## src/rtl/usb_fs_rx_phy.sv

```systemverilog
// Full-speed USB receive front end: 4x oversampling DPLL, NRZI decode, bit-unstuffing,
// SYNC/EOP framing, LSB-first byte assembly and long-SE0 bus-reset detection.
module usb_fs_rx_phy #(
  parameter int BITSTUFF_LIMIT = 6,
  parameter int SYNC_MIN_ZEROS = 5,
  parameter int RESET_CYCLES   = 120
) (
  input  logic       clk_48mhz,
  input  logic       reset,
  input  logic       usb_p_rx,
  input  logic       usb_n_rx,
  output logic       rx_pkt_start,
  output logic [7:0] rx_data,
  output logic       rx_data_put,
  output logic       rx_pkt_end,
  output logic       rx_pkt_valid,
  output logic       rx_bitstuff_err,
  output logic       rx_bus_reset
);
  localparam int OW = $clog2(BITSTUFF_LIMIT + 1);
  localparam int RW = $clog2(RESET_CYCLES + 1);
  localparam logic [OW-1:0] STUFF_LIM = OW'(BITSTUFF_LIMIT);
  localparam logic [2:0]    SYNC_MIN  = 3'(SYNC_MIN_ZEROS);
  localparam logic [RW-1:0] RST_MAX   = RW'(RESET_CYCLES);
  localparam logic [RW-1:0] RST_LAST  = RW'(RESET_CYCLES - 1);

  typedef enum logic [1:0] {LS_SE0 = 2'd0, LS_J = 2'd1, LS_K = 2'd2} line_t;
  typedef enum logic [2:0] {S_IDLE, S_SYNC, S_DATA, S_EOP, S_ERR} state_t;

  logic          p_meta_q, p_sync_q, n_meta_q, n_sync_q;
  line_t         line_q, line_d, prev_q, prev_d;
  logic [1:0]    phase_q;
  logic          sample, nrzi_bit;
  state_t        state_q, state_d;
  logic [2:0]    aux_q, aux_d;
  logic [OW-1:0] ones_q, ones_d;
  logic [2:0]    bitcnt_q, bitcnt_d;
  logic [7:0]    shift_q, shift_d, data_q, data_d;
  logic          valid_q, valid_d;
  logic          start_q, start_d, put_q, put_d, end_q, end_d, err_q, err_d;
  logic [RW-1:0] se0_cnt_q, se0_cnt_d;
  logic          busrst_q, busrst_d;

  // SE1 is not a legal bus state, so it simply keeps the last decoded state.
  always_comb begin
    line_d = line_q;
    if (p_sync_q && !n_sync_q)       line_d = LS_J;
    else if (!p_sync_q && n_sync_q)  line_d = LS_K;
    else if (!p_sync_q && !n_sync_q) line_d = LS_SE0;
  end

  always_ff @(posedge clk_48mhz or posedge reset) begin
    if (reset) begin
      p_meta_q <= 1'b1;
      p_sync_q <= 1'b1;
      n_meta_q <= 1'b0;
      n_sync_q <= 1'b0;
      line_q   <= LS_J;
      phase_q  <= 2'd0;
    end else begin
      p_meta_q <= usb_p_rx;
      p_sync_q <= p_meta_q;
      n_meta_q <= usb_n_rx;
      n_sync_q <= n_meta_q;
      line_q   <= line_d;
      phase_q  <= (line_d != line_q) ? 2'd0 : phase_q + 2'd1;
    end
  end

  assign sample   = (phase_q == 2'd2);
  assign nrzi_bit = (line_q == prev_q);

  // aux_q counts SYNC zeros, EOP SE0 bit times, or idle J bit times after an error.
  always_comb begin
    state_d  = state_q;
    aux_d    = aux_q;
    ones_d   = ones_q;
    bitcnt_d = bitcnt_q;
    shift_d  = shift_q;
    data_d   = data_q;
    valid_d  = valid_q;
    prev_d   = prev_q;
    start_d  = 1'b0;
    put_d    = 1'b0;
    end_d    = 1'b0;
    err_d    = 1'b0;
    if (sample) begin
      prev_d = line_q;
      case (state_q)
        S_IDLE: begin
          if (line_q == LS_K && prev_q == LS_J) begin
            state_d = S_SYNC;
            aux_d   = 3'd1;
          end
        end
        S_SYNC: begin
          if (line_q == LS_SE0) begin
            state_d = S_IDLE;
          end else if (!nrzi_bit) begin
            if (aux_q != 3'd7) aux_d = aux_q + 3'd1;
          end else if (aux_q >= SYNC_MIN) begin
            state_d  = S_DATA;
            start_d  = 1'b1;
            valid_d  = 1'b0;
            ones_d   = '0;
            bitcnt_d = 3'd0;
            shift_d  = 8'h00;
          end else begin
            state_d = S_IDLE;
          end
        end
        S_DATA: begin
          if (line_q == LS_SE0) begin
            state_d = S_EOP;
            aux_d   = 3'd1;
          end else if (ones_q == STUFF_LIM) begin
            if (nrzi_bit) begin
              err_d   = 1'b1;
              state_d = S_ERR;
              aux_d   = 3'd0;
            end else begin
              ones_d = '0;
            end
          end else begin
            shift_d  = {nrzi_bit, shift_q[7:1]};
            ones_d   = nrzi_bit ? ones_q + OW'(1) : '0;
            bitcnt_d = bitcnt_q + 3'd1;
            if (bitcnt_q == 3'd7) begin
              put_d  = 1'b1;
              data_d = {nrzi_bit, shift_q[7:1]};
            end
          end
        end
        S_EOP: begin
          if (line_q == LS_J) begin
            end_d   = 1'b1;
            valid_d = (bitcnt_q == 3'd0);
            state_d = S_IDLE;
          end else if (line_q == LS_K || aux_q == 3'd3) begin
            end_d   = 1'b1;
            valid_d = 1'b0;
            state_d = S_IDLE;
          end else begin
            aux_d = aux_q + 3'd1;
          end
        end
        S_ERR: begin
          if (line_q != LS_J)      aux_d = 3'd0;
          else if (aux_q == 3'd7)  state_d = S_IDLE;
          else                     aux_d = aux_q + 3'd1;
        end
        default: state_d = S_IDLE;
      endcase
    end
  end

  // Bus reset runs on every cycle of SE0, independent of the packet FSM.
  always_comb begin
    se0_cnt_d = '0;
    busrst_d  = 1'b0;
    if (line_q == LS_SE0) begin
      se0_cnt_d = (se0_cnt_q == RST_MAX) ? se0_cnt_q : se0_cnt_q + RW'(1);
      busrst_d  = (se0_cnt_q == RST_LAST);
    end
  end

  always_ff @(posedge clk_48mhz or posedge reset) begin
    if (reset) begin
      state_q   <= S_IDLE;
      aux_q     <= 3'd0;
      ones_q    <= '0;
      bitcnt_q  <= 3'd0;
      shift_q   <= 8'h00;
      data_q    <= 8'h00;
      valid_q   <= 1'b0;
      prev_q    <= LS_J;
      start_q   <= 1'b0;
      put_q     <= 1'b0;
      end_q     <= 1'b0;
      err_q     <= 1'b0;
      se0_cnt_q <= '0;
      busrst_q  <= 1'b0;
    end else begin
      state_q   <= state_d;
      aux_q     <= aux_d;
      ones_q    <= ones_d;
      bitcnt_q  <= bitcnt_d;
      shift_q   <= shift_d;
      data_q    <= data_d;
      valid_q   <= valid_d;
      prev_q    <= prev_d;
      start_q   <= start_d;
      put_q     <= put_d;
      end_q     <= end_d;
      err_q     <= err_d;
      se0_cnt_q <= se0_cnt_d;
      busrst_q  <= busrst_d;
    end
  end

  assign rx_pkt_start    = start_q;
  assign rx_data         = data_q;
  assign rx_data_put     = put_q;
  assign rx_pkt_end      = end_q;
  assign rx_pkt_valid    = valid_q;
  assign rx_bitstuff_err = err_q;
  assign rx_bus_reset    = busrst_q;
endmodule

```

## config.mk

```make
export PLATFORM = sky130hd
export DESIGN_NAME = usb_fs_rx_phy
export DESIGN_NICKNAME = d
export VERILOG_FILES = /design/src/rtl/usb_fs_rx_phy.sv
export SDC_FILE = /design/constraint.sdc
export NUM_CORES = 1
export LEC_CHECK = 0
export CAP_MARGIN = 5
export CORE_ASPECT_RATIO = 0.75
export CORE_MARGIN = 2
export CORE_UTILIZATION = 25
export DETAILED_ROUTE_END_ITERATION = 16
export SLEW_MARGIN = 30
export SYNTH_ARGS = -nofsm -noshare
export SYNTH_HDL_FRONTEND = slang
export SYNTH_SLANG_ARGS = --single-unit
```

## constraint.sdc

```tcl
create_clock -name clk_48mhz -period 2 [get_ports clk_48mhz]
set_clock_uncertainty 0.1 [all_clocks]
set_input_delay 0.2 -clock clk_48mhz [delete_from_list [all_inputs] [get_ports clk_48mhz]]
set_output_delay 0.2 -clock clk_48mhz [all_outputs]
set_load 0.05 [all_outputs]
```

==> key figures <==
Logic synthesis
  • Largest family of logic cells by synthesized area: simple AND/OR/NAND/NOR gates
  • Synth area leader: dfrtp_1
  • Ys flop type: dfrtp_1
  • Multiplexer area fraction after synthesis: 0.08530
  • Post-Syn Nets: 252
  • Synth Area in Simple Gates: 0.1636
  • Synth area leaders: dfrtp_1 (46%), mux2_2 (6.3%), ha_1 (6.0%)
  • Synth top area share: 0.4616
  • Synth Area in Compound Gates: 0.1084
  • Most frequent cells after synthesis: dfrtp_1 (46), nand2_1 (29), nor2_1 (20)
  • Fraction of registers with async set/reset: 1.000
  • EDFF count, synth: 0
  • Distinct cells, synth: 50
  • Syn Inst Count: 236
  • FF+latch count, synth: 50
  • Post-synthesis xor/xnor area fraction: 0.02760
  • Syn Std Cell Area: 2494 µm²
  • Syn. warnings: 0
  • Sequential area share after synthesis: 0.5038
  • Most common cell in the netlist: dfrtp_1
  • Avg Cell Area, Syn: 10.57 µm²
  • Adder-Cell Fraction of Synth Area: 0.06021

Place
  • Post-detail-place hpwl: 3489 µm
  • Port Buffer Count: 17
  • Gpl congestion: 0.8703
  • Dpl cell area: 2949 µm²

GRT
  • Remaining Overflow, GRT: 0
  • Number of global-route vias before repair: 1720
  • Largest net degree at the start of global routing: 31
  • Initial antenna violation count: 0
  • Global-route wire length before repair: 8197 µm
  • GR Util All Layers: 0.09335

Worst setup path
  • Slowest-stage cell, CP: dfstp_2
  • Worst Reg2Reg Path Length in Cells: 5
  • CP required: 2.07 ns
  • Reg2Reg Launch Point: line_q[0]
  • CP Cell Sequence: xor2_2 -> o311a_1 -> and3b_2 -> o31ai_2 -> mux2_2
  • Worst Setup End Kind: flip-flop
  • Crit path max-delay family: flip-flops
  • Worst Setup Start Kind: flip-flop
  • Crit Reg-Reg Endpoint: ones_q[0]
  • Critical path buffers and inverters: 0
  • Critical Path Max Stage Delay: 0.61 ns
  • Flop2flop setup slack: 0.02 ns
  • Crit path DAT: 2.06 ns
  • Critical path class: reg2reg
  • Crit Path Max Fanout: 6

Job
  • Max_cap viols: 0

Pwr
  • Peak supply drop: 413.2 µV
  • Total power: 2.699 mW
  • Lkg Pwr: 1.365 nW
  • Pwr/cell area: 849.0 nW/µm²

Drt
  • Initial detailed-routing violation count: 67
  • Antenna Nets Post-Route: 0
  • Drt pass-1 iters: 4
  • Routed length per instance: 12.02 µm
  • # DRC: 0
  • Vias: 1803
  • Routed WL: 4940 µm
  • Vias per cell: 4.387

Outcome
  • Outcome: complete, no violations

Finish
  • Fin nets: 294
  • Layout overhead on the synthesized area: 27.50%
  • Antenna Cells: 0
  • Area of the multi-input gates: 1161 µm²
  • Share of cells above drive strength 1: 0.2581
  • Final instance area: 3179 µm²
  • Sequential cell area: 1256 µm²
  • Fill count: 1003

Clocking
  • TritonCTS clock tree: yes
  • Clock Latency Late Sink: 0.28 ns
  • Clk root buf: clkbuf_16
  • Total CTS buffers: 5
  • CTS Sinks: 50
  • Clock slew at reported path FFs: 0.07 ns
  • CTS Hold Buffers Added: 0
  • H-tree level count: 2
  • CTS Buffer Depth: 2

STA
  • Relative slew slack: 0.6666
  • Slew Limit Fails: 0
  • Fmax: 504.2 MHz
  • RSZ-0062 raised after global routing: yes
  • Setup violations, final: 0
  • Slew of the pin with the lowest slew margin: 0.4986 ns
  • Fin crit period: 1.983 ns
  • Period utilization: 0.9916
  • Final Hold Vio Count: 0

Die
  • Initial Util: 0.2572
  • I/O pins: 18
  • Die H: 90.49 µm
  • Cell row count: 31
  • Die W: 119.3 µm
  • Die area: 10800 µm²
  • Core Box Area: 9697 µm²

Worst hold path
  • Hold Path Class: in2async
layout make-up:
type                    count  area share
inverters                  18     0.02125
flip-flops and latches     50      0.3951
clock inverters             3    0.006690
repair buffers             42      0.1204
clock buffers               5     0.03935
well taps                 132     0.05195
multi-input cells         161      0.3652
worst max-delay path by stage:
stage | depth (start not counted) | endpoint | slack (ns) | startpoint
after floorplan | 6 | state_q[2] | 0.05 | aux_q[0]
after global placement | 5 | aux_q[1] | 0.007 | aux_q[0]
after detailed placement | 5 | aux_q[1] | -0.05 | aux_q[0]
after CTS | 6 | aux_q[1] | 0.007 | aux_q[0]
after global routing | 7 | ones_q[0] | -0.06 | aux_q[1]
final | 5 | ones_q[0] | 0.02 | line_q[0]
metal layers:
layer / track usage / vias to the layer above / share of wire
met3: 0.02841 / 2 / 0.026
li1: - / 898 / -
met5: 0 / - / 0
met4: 0.02157 / 0 / 0.0053
met1: 0.1358 / 879 / 0.53
met2: 0.1355 / 24 / 0.44
metrics by stage:
step | TNS [ns] | utilization | cells | setup slack [ns] | hold WS [ns]
after CTS | 0 | 0.3208 | 407 | 0.006834 | 0.1290
final | 0 | 0.3279 | 411 | 0.01674 | 0.1126
after floorplan | 0 | - | 236 | 0.05142 | 0.1045
after global placement | 0 | 0.3041 | 397 | 0.007487 | 0.2369
after global routing | -0.5709 | 0.3279 | 411 | -0.06006 | 0.1646
after detailed placement | -0.1566 | 0.3041 | 397 | -0.05408 | 0.2347
registers in the layout, indices dropped and copies added (netlist names):
signal / flops
se0_cnt_q: 7
rx_bitstuff_err: 1
line_q: 2
p_meta_q: 1
phase_q: 2
ones_q: 3
p_sync_q: 1
rx_pkt_start: 1
n_meta_q: 1
aux_q: 3
rx_pkt_valid: 1
rx_pkt_end: 1
rx_bus_reset: 1
prev_q: 2
n_sync_q: 1
rx_data: 8
state_q: 3
rx_data_put: 1
bitcnt_q: 3
shift_q: 7
kinds of logic after synthesis:
| group | count (synthesis) |
|---|---|
| DFF | 50 |
| muxes | 19 |
| buffers and inverters | 26 |
| AOI/OAI and AO/OA | 42 |
| and+or+nand+nor | 80 |
| adders and majority gates | 12 |
| xor gates and xnor gates | 7 |
repair_timing:
item                                   CTS  global route
gates cloned                             0             1
endpoints found under the hold margin    0             0
setup endpoints to repair                4            25
resized for setup                        1            12
buffers inserted                         2             3
pin swaps                                0             6
layout by cell type, fill, tap and decap left out, types with 3 or more instances in the layout:
| cell | instances |
|---|---|
| dfrtp_1 | 46 |
| nand2_1 | 29 |
| buf_4 | 23 |
| nor2_1 | 18 |
| inv_1 | 17 |
| clkdlybuf4s50_1 | 17 |
| mux2_2 | 13 |
| o21ai_0 | 12 |
| a21oi_1 | 11 |
| ha_1 | 10 |
| nand3_1 | 7 |
| clkbuf_16 | 5 |
| xnor2_1 | 4 |
| dfstp_2 | 4 |
| nor2_2 | 3 |
| mux2i_1 | 3 |
| nor3_1 | 3 |
| o21ai_1 | 3 |
| nor4_1 | 3 |
where the power goes:
part	internal, mW	switching (mW)
clock network	0.464	0.376
registers	1.09	0.0684
logic	0.335	0.364
Power figures use the tool's default switching activity.
